[config.mk]
export PLATFORM = sky130hd
export DESIGN_NAME = deskew_job_ctrl
export DESIGN_NICKNAME = d
export VERILOG_FILES = /design/src/rtl/deskew_job_ctrl.sv
export SDC_FILE = /design/constraint.sdc
export NUM_CORES = 1
export LEC_CHECK = 0
export CELL_PAD_IN_SITES_DETAIL_PLACEMENT = 1
export CELL_PAD_IN_SITES_GLOBAL_PLACEMENT = 1
export CORE_AREA = 2 2 104 106
export CTS_CLUSTER_SIZE = 25
export DETAILED_ROUTE_END_ITERATION = 6
export DIE_AREA = 0 0 106 108
export PLACE_DENSITY_LB_ADDON = 0.1
export SYNTH_ARGS = -nofsm -noshare
export SYNTH_HDL_FRONTEND = slang
export SYNTH_SLANG_ARGS = --single-unit
[constraint.sdc]
create_clock -name clk -period 2.3 [get_ports clk]
set_input_delay 0.46 -clock clk [delete_from_list [all_inputs] [get_ports clk]]
set_output_delay 0.46 -clock clk [all_outputs]
set_load 0.01 [all_outputs]
[src/rtl/deskew_job_ctrl.sv]
// Job sequencer for the Deskew core: ping-pong BRAM bank ownership, host/core port
// arbitration, in-order job dispatch, done interrupt and a watchdog that resets a hung core.
module deskew_job_ctrl #(
  parameter int WIDTH   = 16,
  parameter int ADDR_W  = 13,
  parameter int TIMEOUT = 16384
) (
  input  logic              clk,
  input  logic              reset,
  input  logic [ADDR_W-1:0] host_addr,
  input  logic              host_en,
  input  logic [3:0]        host_we,
  input  logic [WIDTH-1:0]  host_wdata,
  output logic              host_gnt,
  output logic              host_rvalid,
  output logic [WIDTH-1:0]  host_rdata,
  output logic              host_bank,
  input  logic              submit,
  output logic              submit_ready,
  output logic              irq,
  input  logic              irq_ack,
  output logic              err,
  output logic              busy,
  output logic [7:0]        done_cnt,
  output logic              core_start,
  output logic              core_reset,
  input  logic              core_ready,
  input  logic              core_done,
  input  logic [ADDR_W-1:0] core_addr,
  input  logic              core_en,
  input  logic [3:0]        core_we,
  input  logic [WIDTH-1:0]  core_wdata,
  output logic [WIDTH-1:0]  core_rdata,
  output logic [ADDR_W:0]   mem_addr,
  output logic              mem_en,
  output logic [3:0]        mem_we,
  output logic [WIDTH-1:0]  mem_wdata,
  input  logic [WIDTH-1:0]  mem_rdata,
  output logic [2:0]        state_dbg,
  output logic [1:0]        full_dbg
);

  typedef enum logic [2:0] {
    S_IDLE  = 3'd0,
    S_START = 3'd1,
    S_RUN   = 3'd2,
    S_DRAIN = 3'd3,
    S_KILL  = 3'd4
  } state_t;

  localparam int WD_W = $clog2(TIMEOUT + 1);

  state_t          state, state_nxt;
  logic            run_bank, act_bank;
  logic [1:0]      full, full_nxt;
  logic [WD_W-1:0] wd_cnt;
  logic            kill_cnt;
  logic            job_end, job_ok, submit_acc;

  assign submit_ready = !full[host_bank];
  assign submit_acc   = submit && submit_ready;
  assign core_start   = (state == S_START);
  assign core_reset   = (state != S_KILL);
  assign busy         = (state != S_IDLE);
  assign host_rdata   = mem_rdata;
  assign core_rdata   = mem_rdata;
  assign state_dbg    = state;
  assign full_dbg     = full;

  // The core always wins the single BRAM port; the host only touches a bank it owns.
  always_comb begin
    mem_en    = 1'b0;
    mem_we    = 4'h0;
    mem_wdata = '0;
    mem_addr  = '0;
    host_gnt  = 1'b0;
    if (core_en) begin
      mem_en    = 1'b1;
      mem_we    = core_we;
      mem_wdata = core_wdata;
      mem_addr  = {act_bank, core_addr};
    end else if (reset && host_en && !full[host_bank]) begin
      host_gnt  = 1'b1;
      mem_en    = 1'b1;
      mem_we    = host_we;
      mem_wdata = host_wdata;
      mem_addr  = {host_bank, host_addr};
    end
  end

  always_comb begin
    state_nxt = state;
    job_end   = 1'b0;
    job_ok    = 1'b0;
    case (state)
      S_IDLE:  if (full[run_bank] && core_ready) state_nxt = S_START;
      S_START: state_nxt = S_RUN;
      S_RUN: begin
        if (core_done) begin
          state_nxt = S_DRAIN;
          job_end   = 1'b1;
          job_ok    = 1'b1;
        end else if (wd_cnt == WD_W'(TIMEOUT - 1)) begin
          state_nxt = S_KILL;
          job_end   = 1'b1;
        end
      end
      S_DRAIN: if (!core_done && core_ready) state_nxt = S_IDLE;
      S_KILL:  if (kill_cnt) state_nxt = S_IDLE;
      default: state_nxt = S_IDLE;
    endcase
  end

  // Freed bank is always act_bank, which is full, so it never collides with an accepted submit.
  always_comb begin
    full_nxt = full;
    if (job_end) full_nxt[act_bank] = 1'b0;
    if (submit_acc) full_nxt[host_bank] = 1'b1;
  end

  always_ff @(posedge clk) begin
    if (!reset) begin
      state       <= S_IDLE;
      host_bank   <= 1'b0;
      run_bank    <= 1'b0;
      act_bank    <= 1'b0;
      full        <= 2'b00;
      irq         <= 1'b0;
      err         <= 1'b0;
      done_cnt    <= 8'd0;
      wd_cnt      <= '0;
      kill_cnt    <= 1'b0;
      host_rvalid <= 1'b0;
    end else begin
      state       <= state_nxt;
      full        <= full_nxt;
      host_rvalid <= host_gnt && (host_we == 4'h0);
      if (state == S_IDLE && state_nxt == S_START) act_bank <= run_bank;
      if (state == S_START) wd_cnt <= '0;
      else if (state == S_RUN) wd_cnt <= wd_cnt + 1'b1;
      kill_cnt <= (state == S_KILL) ? ~kill_cnt : 1'b0;
      if (submit_acc) host_bank <= ~host_bank;
      if (job_end) run_bank <= ~run_bank;
      if (job_ok) done_cnt <= done_cnt + 8'd1;
      // A new completion outranks an acknowledge arriving in the same cycle.
      if (job_ok) irq <= 1'b1;
      else if (irq_ack) irq <= 1'b0;
      if (job_end && !job_ok) err <= 1'b1;
    end
  end

endmodule

==> results summary <==
The run finished with clean final reports. The biggest fanout along the worst timing path came out at 12. The residual DRC count came out at 0.

After synthesis, the largest family of logic cells by area is simple AND/OR/NAND/NOR gates. Across the routed clock network, the largest skew measured is 0.00955 ns. The number of nets handed over by synthesis was 355. The share of post-route cells with drive strength above 1 is 0.242.

The minimum period implied by the final worst setup slack came out at 2.25 ns. For this run, the top clock speed supported by timing is 444 MHz. The overall via count from detail_route came out at 2370. Yosys attributes the largest share of cell area to dfxtp_1 (32%), a22o_1 (13%), buf_4 (11%). The most used flip-flop cell after synthesis is dfxtp_1.

VDD sags by at most 0.223 mV. Of the post-synthesis cell area, the part taken by muxes is 0.0136. The power density of the placed cells came out at 475 mW/mm^2. The cell accounting for the most synthesized area is dfxtp_1. The slack of the worst reg-to-reg path is 0.42 ns. The setup-violating endpoint count in the final report came out at 0. The setup path with the least slack is of type register to output port. In this run the critical register-to-register path is launched from state_dbg[2]$_SDFF_PN0_. The worst hold slack across all endpoints came out at 0.463 ns. Once routing completed, OpenROAD measured the worst setup slack at 0.0464 ns. The count of nets after finishing came out at 476.

The number of endpoints with negative hold slack in the final report is 0. The number of global-route vias before repair came out at 2494. In the routed layout, each cell is associated on average with a via count of 4.55. The initial core utilization came out at 0.216. The synthesized area per cell came out at 8.42 sq um. In this run the critical register-to-register path is captured at err$_SDFFE_PN0P_. Traced cell by cell, the critical path runs through mux2i_4 > nand3_2 > nor2_4 > buf_4 > buf_4 > buf_12 > a22o_1 > buf_2. The fraction of synthesis flops using an asynchronous set or reset pin is 0.

In the final routed layout, each cell accounts on average for 16.6 um. Clock-pin slew was measured on the worst setup and hold paths at 0.08 ns. The cell count after synthesis came out at 263.

For this run, the number of Yosys warnings is 0. The kind of start point of the critical path is a register. The number of max-cap violations came out at 0.

The number of H-tree levels is 2. In this run the core area contains 37 standard-cell rows. In this run the number of cells on the critical path is 8. The sum of met3 wire segment lengths after detailed routing is 315 um. The required time at the worst-slack endpoint came out at 1.84 ns. The final global-route overflow total is 0. The maximum single-stage delay on the critical path is 0.37 ns. The critical path contains buffers and inverters numbering 4 combined. The number of buffers on the longest clock path is 2. The post-route clock period utilization is 0.980.

The type of element capturing the critical path is an output port. The slew of the pin with the lowest slew margin is 0.523 ns. The final layout contains routed wiring with a total length of 8670 um.

The estimated wirelength of the detail-placed design came out at 6670 um. The startpoint of the worst setup timing path is host_bank$_SDFFE_PN0P_. In this run the tightest slew margin relative to its limit is 0.650. The pin count of the biggest net entering global routing came out at 17. The share of the synthesized area in the top cell type came out at 0.316. Of the total synthesized cell area, the portion taken by full adders, half adders and majority gates is 0.0113. The floorplan step defined a die boundary enclosing 0.0114 sq mm. After filler insertion, the fill cell instance count of the layout stands at 1230.

The first-pass detailed-route iteration total came out at 4. The number of I/O pins is 179. The repair_antennas step left the layout with diodes totalling 0. The clock latency of the later-clocked register in the worst-skew pair came out at 0.30 ns. The synthesis-stage register bit count came out at 35. The post-synthesis compound-gate area fraction is 0.214. In this run, synthesis inferred 0 flip-flops with an integrated enable. The terminating pin of the worst hold path is err$_SDFFE_PN0P_. Counting every sink on the clock net gives 35. The sequential share of the synthesized area is 0.316. The amount of wire on met2 after detailed routing came out at 4750 um. The area added between synthesis and finish came out at 65.0%. Of the total synthesized cell area, the portion taken by AND, OR, NAND and NOR gates is 0.248. The tightest min-delay check is of the register to register type.

The core region is 0.0102 sq mm. The CTS tree is done. Summing every instance area after synthesis gives 0.00221 sq mm. The global-route wire length before repair came out at 13200 um. The quantity of hold-fixing buffers added after cts came out at 0. The initial antenna violation count is 0. The analysis attributes to cell leakage a power of 1.42 nW. The max-slew violation count came to 0. The post-synthesis cell type count came out at 47.

The pre-CTS worst setup slack is -0.386 ns. The slowest stage of the critical path belongs to the cell dfxtp_2. Grouping stages by cell kind, the critical path spends the most delay in buffers and inverters.

The number of design-rule violations left by the first detailed-router iteration is 78. The die is 108 um tall. The overall die width is 106 um. The parity-gate share of the synthesized area counting xor and xnor cells is 0.0554.

Clock tree synthesis selected as its root buffer the cell clkbuf_8. The critical path data arrival time is 1.79 ns. Port buffering added 130 buffers. The startpoint of the tightest hold check path is err$_SDFFE_PN0P_. The number of cells on the worst reg-to-reg path is 3.

The core occupancy in the finished layout is 0.357. The dominant cell type by count on the critical path is buf_4. The remaining antenna violation count after routing is 0.

Setup repair after global routing could not meet its margin everywhere. The met1 wire length came out at 3530 um. The cell depth of the worst min-delay path is 2. The congestion estimate from routability-driven global placement came to 0.738.

The uppermost layer routed is met4. The overall fraction of global-route tracks in use came out at 0.146. Clock tree synthesis inserted a total of 5 buffers.
## synth_stat cells, types with 2 or more instances
| cell type | count |
|---|---|
| or3b_2 | 2 |
| ha_1 | 2 |
| or3_2 | 3 |
| or3_1 | 5 |
| or2_2 | 2 |
| nand4b_1 | 2 |
| clkbuf_1 | 8 |
| buf_2 | 4 |
| xor2_1 | 6 |
| dfxtp_1 | 35 |
| nand4_1 | 8 |
| nor3_1 | 4 |
| nor2b_1 | 3 |
| a21oi_1 | 12 |
| nand2_1 | 17 |
| o21ai_0 | 9 |
| nand3_1 | 5 |
| nand2b_1 | 6 |
| inv_1 | 4 |
| nor2_1 | 20 |
| and3_1 | 2 |
| a21oi_2 | 2 |
| nor3b_1 | 2 |
| a22o_1 | 34 |
| xnor2_1 | 8 |
| nor4_1 | 4 |
| mux2i_1 | 3 |
| buf_4 | 32 |
## worst min-delay path: cells and delay by family (launching register included)
kind,cells,cell delay [ns]
buf+inv,1,0.06
compound gates,1,0.04
flops,1,0.32
## worst max path at each step
stage / end
CTS: mem_addr[12]
global route: mem_addr[3]
floorplan: mem_wdata[10]
global placement: mem_addr[12]
detailed placement: mem_addr[12]
finish: mem_wdata[9]
## kinds of logic after synthesis
logic type,count (synthesis)
AND/OR/NAND/NOR,95
XOR/XNOR,14
flip-flops,35
multiplexers,3
buffers and inverters,50
AO/OA/AOI/OAI,64
adder cells (fa/ha/maj),2
## state kept, by name, summed over array words and instances, names as in the netlist, 2 cells and up
name and cells:
full_dbg 2, wd_cnt 15, done_cnt 8, state_dbg 3
## through the flow
stage | setup TNS [ns] | area, sq um | std cells | power [W]
after floorplan | 0 | 2210 | 263 | 0.000891
after global placement | -10.72 | 3550 | 499 | 0.00116
after detailed placement | -11.49 | 3550 | 499 | 0.00116
after CTS | 0 | 3660 | 520 | 0.00176
after global routing | -0.960 | 3650 | 521 | 0.00183
final | 0 | 3650 | 521 | 0.00173
## where the power goes
group	total (W)	switching, W	internal [W]
Clock	0.000590	0.000239	0.000351
Sequential	0.000648	0.0000235	0.000624
Combinational	0.000497	0.000196	0.000301
## routing by layer
| metal | up-vias | track usage |
|---|---|---|
| met3 | 15 | 0.0295 |
| met2 | 51 | 0.270 |
| li1 | 1164 | - |
| met1 | 1140 | 0.171 |
| met4 | 0 | 0.0376 |
| met5 | - | 0 |
## layout by cell type, fill, tap and decap left out, types with 3 or more instances in the layout
cell type / instances
a21oi_1: 12
a22o_1: 34
buf_12: 3
buf_2: 28
buf_4: 24
buf_6: 3
clkbuf_2: 5
clkbuf_8: 6
clkdlybuf4s50_1: 91
dfxtp_1: 33
dlygate4sd2_1: 4
inv_1: 4
nand2_1: 17
nand2b_1: 6
nand3_1: 4
nand4_1: 8
nor2_1: 19
nor2b_1: 3
nor3_1: 4
nor4_1: 4
o21ai_0: 9
or3_1: 5
or3_2: 3
xnor2_1: 8
xor2_1: 6
## cell type report
class | count | area [sq um] | share of cell area
Sequential cell | 35 | 703 | 0.192
Tap cell | 136 | 170 | 0.0466
Clock buffer | 6 | 82.6 | 0.0226
Inverter | 4 | 15.0 | 0.00411
Clock inverter | 2 | 35.0 | 0.00959
Timing Repair Buffer | 160 | 1420 | 0.390
Multi-Input combinational cell | 178 | 1220 | 0.335
## repair_timing
item                       4_1_cts  5_1_grt
setup endpoints to repair       36       34
gates resized for setup        133       13
gates cloned                     1        0
buffers inserted                12        1
pin swaps                        2        2
Note: power is estimated with default switching activity, not from simulation.
